[config.mk]
export PLATFORM = sky130hd
export DESIGN_NAME = ha_array_accumulator_flat
export DESIGN_NICKNAME = d
export VERILOG_FILES = /design/src/rtl/ha_array_pkg.sv /design/src/rtl/ha_array_accumulator_if.sv /design/src/rtl/ha_group_weight.sv /design/src/rtl/ha_array_accumulator.sv /design/src/flat_wrapper.sv
export SDC_FILE = /design/constraint.sdc
export NUM_CORES = 1
export LEC_CHECK = 0
export CORE_UTILIZATION = 40
export CTS_CLUSTER_DIAMETER = 50
export CTS_CLUSTER_SIZE = 25
export DETAILED_ROUTE_END_ITERATION = 10
export SYNTH_ARGS = -nofsm -noshare
export SYNTH_HDL_FRONTEND = slang
export SYNTH_SLANG_ARGS = --single-unit
[constraint.sdc]
create_clock -name clk -period 9.43 [get_ports clk]
set_input_delay 1.4145 -clock clk [delete_from_list [all_inputs] [get_ports clk]]
set_output_delay 1.4145 -clock clk [all_outputs]
set_load 0.01 [all_outputs]
[src/rtl/ha_array_pkg.sv]
// ha_array_pkg: shared widths, FSM state and row-pair type for the ha_array accumulator.
package ha_array_pkg;
  localparam int NUM_GROUPS = 4;
  localparam int B_W = 7;
  localparam int T_W = 9;
  localparam int OUT_W = 16;
  localparam int ACC_W = 18;
  localparam int GRP_W = $clog2(NUM_GROUPS);
  localparam logic [ACC_W-1:0] OUT_MAX = ACC_W'((1 << OUT_W) - 1);
  typedef enum logic [1:0] {IDLE, ACCUM, DONE} state_t;
  typedef struct packed {
    logic [B_W-1:0] b;
    logic [T_W-1:0] t;
  } row_t;
  function automatic logic [OUT_W-1:0] saturate(input logic [ACC_W-1:0] a);
    return (a > OUT_MAX) ? '1 : a[OUT_W-1:0];
  endfunction
endpackage

[src/rtl/ha_array_accumulator_if.sv]
// ha_array_accumulator_if: row-set input and product output handshakes of the ha_array accumulator.
interface ha_array_accumulator_if import ha_array_pkg::*; ();
  logic in_valid;
  logic in_ready;
  logic [NUM_GROUPS-1:0][B_W-1:0] ha_array_g_b;
  logic [NUM_GROUPS-1:0][T_W-1:0] ha_array_g_t;
  logic out_valid;
  logic out_ready;
  logic [OUT_W-1:0] product;
  logic overflow;
  modport master (output in_valid, ha_array_g_b, ha_array_g_t, out_ready,
                  input in_ready, out_valid, product, overflow);
  modport slave (input in_valid, ha_array_g_b, ha_array_g_t, out_ready,
                 output in_ready, out_valid, product, overflow);
endinterface

[src/rtl/ha_group_weight.sv]
// ha_group_weight: weighted term (t + (b << 2)) << 2g of one row-pair group at accumulator width.
module ha_group_weight import ha_array_pkg::*; (
  input  row_t             row,
  input  logic [GRP_W-1:0] grp,
  output logic [ACC_W-1:0] term
);
  assign term = (ACC_W'(row.t) + (ACC_W'(row.b) << 2)) << {grp, 1'b0};
endmodule

[src/rtl/ha_array_accumulator.sv]
// ha_array_accumulator: iterative reducer of the four ha_array row pairs into a saturated 16-bit product.
// HA_ARRAY_ACC_DUAL_EN adds two groups per accumulate cycle instead of one.
module ha_array_accumulator import ha_array_pkg::*; (
  input logic clk,
  input logic rst,
  ha_array_accumulator_if.slave io
);
  state_t state;
  row_t rows [NUM_GROUPS];
  logic [GRP_W-1:0] grp;
  logic [ACC_W-1:0] acc, acc_nxt, term_a;
  logic last;
  ha_group_weight u_weight_a (.row(rows[grp]), .grp(grp), .term(term_a));
`ifdef HA_ARRAY_ACC_DUAL_EN
  localparam logic [GRP_W-1:0] STEP = GRP_W'(2);
  logic [ACC_W-1:0] term_b;
  ha_group_weight u_weight_b (.row(rows[grp + GRP_W'(1)]), .grp(grp + GRP_W'(1)), .term(term_b));
  assign acc_nxt = acc + term_a + term_b;
  assign last = grp == GRP_W'(NUM_GROUPS - 2);
`else
  localparam logic [GRP_W-1:0] STEP = GRP_W'(1);
  assign acc_nxt = acc + term_a;
  assign last = grp == GRP_W'(NUM_GROUPS - 1);
`endif
  assign io.in_ready = state == IDLE;
  always_ff @(posedge clk)
    if (state == IDLE && io.in_valid)
      for (int g = 0; g < NUM_GROUPS; g++) rows[g] <= '{b: io.ha_array_g_b[g], t: io.ha_array_g_t[g]};
  always_ff @(posedge clk) begin
    if (rst) begin
      state <= IDLE;
      acc <= '0;
      grp <= '0;
      io.out_valid <= 1'b0;
      io.product <= '0;
      io.overflow <= 1'b0;
    end else begin
      case (state)
        IDLE: if (io.in_valid) begin
          acc <= '0;
          grp <= '0;
          state <= ACCUM;
        end
        ACCUM: begin
          acc <= acc_nxt;
          grp <= grp + STEP;
          if (last) begin
            state <= DONE;
            io.out_valid <= 1'b1;
            io.product <= saturate(acc_nxt);
            io.overflow <= acc_nxt > OUT_MAX;
          end
        end
        DONE: if (io.out_ready) begin
          state <= IDLE;
          io.out_valid <= 1'b0;
        end
        default: state <= IDLE;
      endcase
    end
  end
endmodule

[src/flat_wrapper.sv]
// flat-port wrapper written by rule: the top's interface ports become plain ports
module ha_array_accumulator_flat import ha_array_pkg::*;
  (clk, rst, io_in_valid, io_ha_array_g_b, io_ha_array_g_t, io_out_ready, io_in_ready, io_out_valid, io_product, io_overflow);
  ha_array_accumulator_if io_i ();
  input logic clk;
  input logic rst;
  input wire logic [$bits(io_i.in_valid)-1:0] io_in_valid;
  input wire logic [$bits(io_i.ha_array_g_b)-1:0] io_ha_array_g_b;
  input wire logic [$bits(io_i.ha_array_g_t)-1:0] io_ha_array_g_t;
  input wire logic [$bits(io_i.out_ready)-1:0] io_out_ready;
  output wire logic [$bits(io_i.in_ready)-1:0] io_in_ready;
  output wire logic [$bits(io_i.out_valid)-1:0] io_out_valid;
  output wire logic [$bits(io_i.product)-1:0] io_product;
  output wire logic [$bits(io_i.overflow)-1:0] io_overflow;
  assign io_i.in_valid = io_in_valid;
  assign io_i.ha_array_g_b = io_ha_array_g_b;
  assign io_i.ha_array_g_t = io_ha_array_g_t;
  assign io_i.out_ready = io_out_ready;
  assign io_in_ready = io_i.in_ready;
  assign io_out_valid = io_i.out_valid;
  assign io_product = io_i.product;
  assign io_overflow = io_i.overflow;
  ha_array_accumulator u_core (.clk(clk), .rst(rst), .io(io_i));
endmodule
==> summary.txt <==
Status
  – Status: complete, no violations

STA
  – Final hold viol count: 0
  – F_max: 173 MHz
  – RSZ-0062 raised after global routing: false
  – Final period util: 0.612
  – Worst-Margin Slew: 1.05 ns
  – Worst Skew: 0.00916 ns
  – Setup violators final: 0
  – Slew headroom: 0.300
  – Slew Limit Fails: 0
  – Setup TNS: 0 ns
  – Min cycle time layout: 5.77 ns

Synth
  – Post-synth EDFFs: 64
  – Mapped cell area: 0.00519 sq mm
  – Syn_nets: 534
  – #FFs+latches synth: 106
  – Yosys warning total: 0
  – Most area-hungry cell type in the Yosys netlist: edfxtp_1
  – Top cells by area, synth: edfxtp_1 37%, dfxtp_1 16%, mux4_2 6.9%, ha_1 5.8%, nor2_1 3.6%
  – Post-Synth Simple-Gate Area: 0.116
  – Sequential-to-total area share from yosys stat: 0.532
  – FFs w/ async S/R, synth: 0
  – Syn_area_per_cell: 11.8 sq um
  – Cells after Synth: 440
  – Compound-Gate Fraction of Synth Area: 0.147
  – Largest family of logic cells by synthesized area: compound AO/OA/AOI/OAI gates
  – Mux cell area share after synthesis: 0.0892
  – Main synth FF type: edfxtp_1
  – Top cell type's share of synthesized area: 0.370
  – Synth Area in XOR/XNOR: 0.0270
  – Post-Synth Adder-Cell Area: 0.0655
  – Netlist cell types: 57

Critical path
  – Crit. End Element: register
  – Reg2Reg Setup Slack: 3.66 ns
  – CP delay by family, top: compound AO/OA/AOI/OAI gates
  – Worst endpoint data arrival time: 5.98 ns
  – Critical R2R Capture: u_core.io.product[9]
  – R2r worst-path depth: 18
  – Startpoint types: register
  – Setup Crit Path Kind: register to register
  – Crit Path Max Fanout: 17
  – Crit path required time: 9.64 ns
  – Crit-path cells: mux4_2, ha_1, fa_1, a21o_1, a21oi_1, o21bai_1, a21oi_1, xnor2_1, mux2_2, o21a_1, ha_1, nand2_1, or4_1, a221o_1, o211ai_2, nand4_2, a21oi_4, a311oi_1
  – Slowest-stage cell, CP: dfxtp_1
  – Buf+Inv Stages, Crit Path: 0
  – Worst path max stage delay: 1.02 ns

Floorplanning
  – Die area: 0.0134 sq mm
  – Core ar.: 0.0126 sq mm
  – Initial Util: 0.411
  – Die Width: 116 um
  – IO Pins: 87
  – Die height: 116 um
  – # rows: 41

Finish
  – Diodes inserted: 0
  – Number of fill cells in the layout: 1,164
  – Most common cell after layout, fill and taps aside: clkdlybuf4s50_1
  – Layout area overhead: 24.8%
  – Nets: 612
  – Fin util: 0.513
  – Most frequent cells in the layout: 86 x clkdlybuf4s50_1, 64 x edfxtp_1, 50 x nor2_1
  – Share of cells above drive strength 1: 0.0920

Global route
  – GRT met2 Usage: 0.290
  – Largest net degree at the start of global routing: 65
  – Met1 Use GR: 0.220
  – Most Crowded Layer GR: met2
  – GRT met3 Usage: 0.0392
  – Initial antenna violation count: 0
  – First-pass GRT wire length: 17,600 um
  – Number of global-route vias before repair: 3,662
  – Total GRT Usage: 0.175
  – GRT overflow: 0

Power
  – PnR Total Power: 1.16 mW
  – PD cells: 179 mW/mm^2
  – Max IR drop VDD: 0.000118 V
  – Leakage: 2.28 nW

Route
  – Via Count: 3,685
  – Via density: 5.31
  – Total Wirelength: 10,900 um
  – WL/cell: 15.7 um
  – Post-route DRC: 0
  – Router iterations before antenna repair: 5
  – Antenna Nets Post-Route: 0
  – DR iter-0 viols: 175

CTS
  – Post-CTS Setup Repair Bufs: 0
  – Clock Tree Root: clkbuf_16
  – CTS Sinks: 106
  – CTS Hold Bufs: 0
  – Clk Latency, worst-skew pair: 0.35 ns
  – Max clock buf depth: 2
  – CTS resizes: 0
  – TritonCTS clock tree: built
  – CTS Buf Count: 9
  – H-Tree Depth: 3
  – Clock Pin Slew Worst Setup and Hold Paths: 0.07 ns

Worst hold path
  – WHS Endpoint: u_core.acc[15]
  – Hold wc startpoint: u_core.acc[15]
  – Worst hold stages: 2
  – Worst Hold Class: register to register

Place
  – Routability Congestion: 0.850
  – Detailed Place HPWL: 8090 um
  – PortBufs: 86

Flow run
  – Max Cap Violations: 0
-- per-stage QoR --
step,instances,setup slack [ns],hold WS [ns],area (sq um)
2_1_floorplan,440,4.01,0.441,5190
3_3_place_gp,679,3.71,0.457,6200
3_5_place_dp,679,3.60,0.458,6200
4_1_cts,694,3.57,0.468,6480
5_1_grt,694,3.27,0.507,6480
6_report,694,3.66,0.462,6480
-- worst max-delay path by stage --
stage	start	end	slack [ns]	cells past startpoint
after detailed placement	register	u_core.io.product[2]	3.60	18
after global routing	register	u_core.io.product[9]	3.27	18
after CTS	register	u_core.io.product[9]	3.57	18
after floorplan	register	u_core.io.product[15]	4.01	20
final	register	u_core.io.product[9]	3.66	18
after global placement	register	u_core.io.product[9]	3.71	18
-- layer usage --
metal / up-vias / wire, um
met4: 0 / 219
met5: - / 0
li1: 1828 / -
met3: 16 / 669
met2: 124 / 5040
met1: 1717 / 5000
-- cell usage after synthesis (2+ instances only) --
cell type / n
clkbuf_1: 20
nand2_1: 27
a221o_1: 2
a31oi_1: 7
ha_1: 24
nor2b_1: 9
nand3b_1: 3
and2_1: 3
mux2i_1: 8
nor3b_1: 3
or2_2: 2
fa_1: 2
edfxtp_1: 64
inv_1: 8
nand2b_1: 4
a311oi_1: 14
o21ai_0: 18
a21o_1: 7
mux2_2: 2
a211oi_1: 6
o21bai_1: 4
nor2_1: 50
a32oi_1: 2
mux4_2: 16
o21a_1: 4
a22oi_1: 5
dfxtp_1: 42
xor2_1: 5
a2bb2oi_1: 2
and3_1: 4
a21oi_1: 28
nand3_1: 9
o2111ai_1: 2
xnor2_1: 11
-- cells by family (layout without fill, tap and decap cells) --
kind of cell / after synthesis / after routing
AOI/OAI and AO/OA: 110 / 110
xor gates and xnor gates: 16 / 16
adders and majority gates: 26 / 26
buffers and inverters: 31 / 113
DFF: 106 / 106
muxes: 26 / 26
and+or+nand+nor: 125 / 125
-- report_power, final --
part           total, mW  switching, mW  internal (mW)
combinational      0.272          0.150          0.122
sequential         0.534         0.0149          0.519
clock              0.357          0.174          0.183
-- layout make-up --
cell class / instances / area (sq um) / area share
tap: 172 / 215 / 0.0332
sequential: 106 / 2760 / 0.426
clock inverter: 5 / 46.3 / 0.00715
inverter: 8 / 30.0 / 0.00463
multi-input combinational: 303 / 2300 / 0.356
clock buffer: 10 / 229 / 0.0353
timing repair buffer: 90 / 891 / 0.138
-- registers in the layout, summed over array words and instances, names as in the netlist, named ones only --
signal	flops
u_core.acc	18
u_core.grp	2
u_core.io.out_valid	1
u_core.io.overflow	1
u_core.io.product	16
u_core.rows	64
u_core.state	2
-- worst register-to-register path, stage by stage (launching register included) --
cell and delay, ns:
dfxtp_1 1.02, mux4_2 0.63, ha_1 0.25, fa_1 0.42
a21o_1 0.18, a21oi_1 0.21, o21bai_1 0.09, a21oi_1 0.18
xnor2_1 0.11, mux2_2 0.28, o21a_1 0.17, ha_1 0.38
nand2_1 0.12, or4_1 0.50, a221o_1 0.31, o211ai_2 0.08
nand4_2 0.15, a21oi_4 0.38, a311oi_1 0.17
No activity file was read; power rests on OpenSTA's default activity.
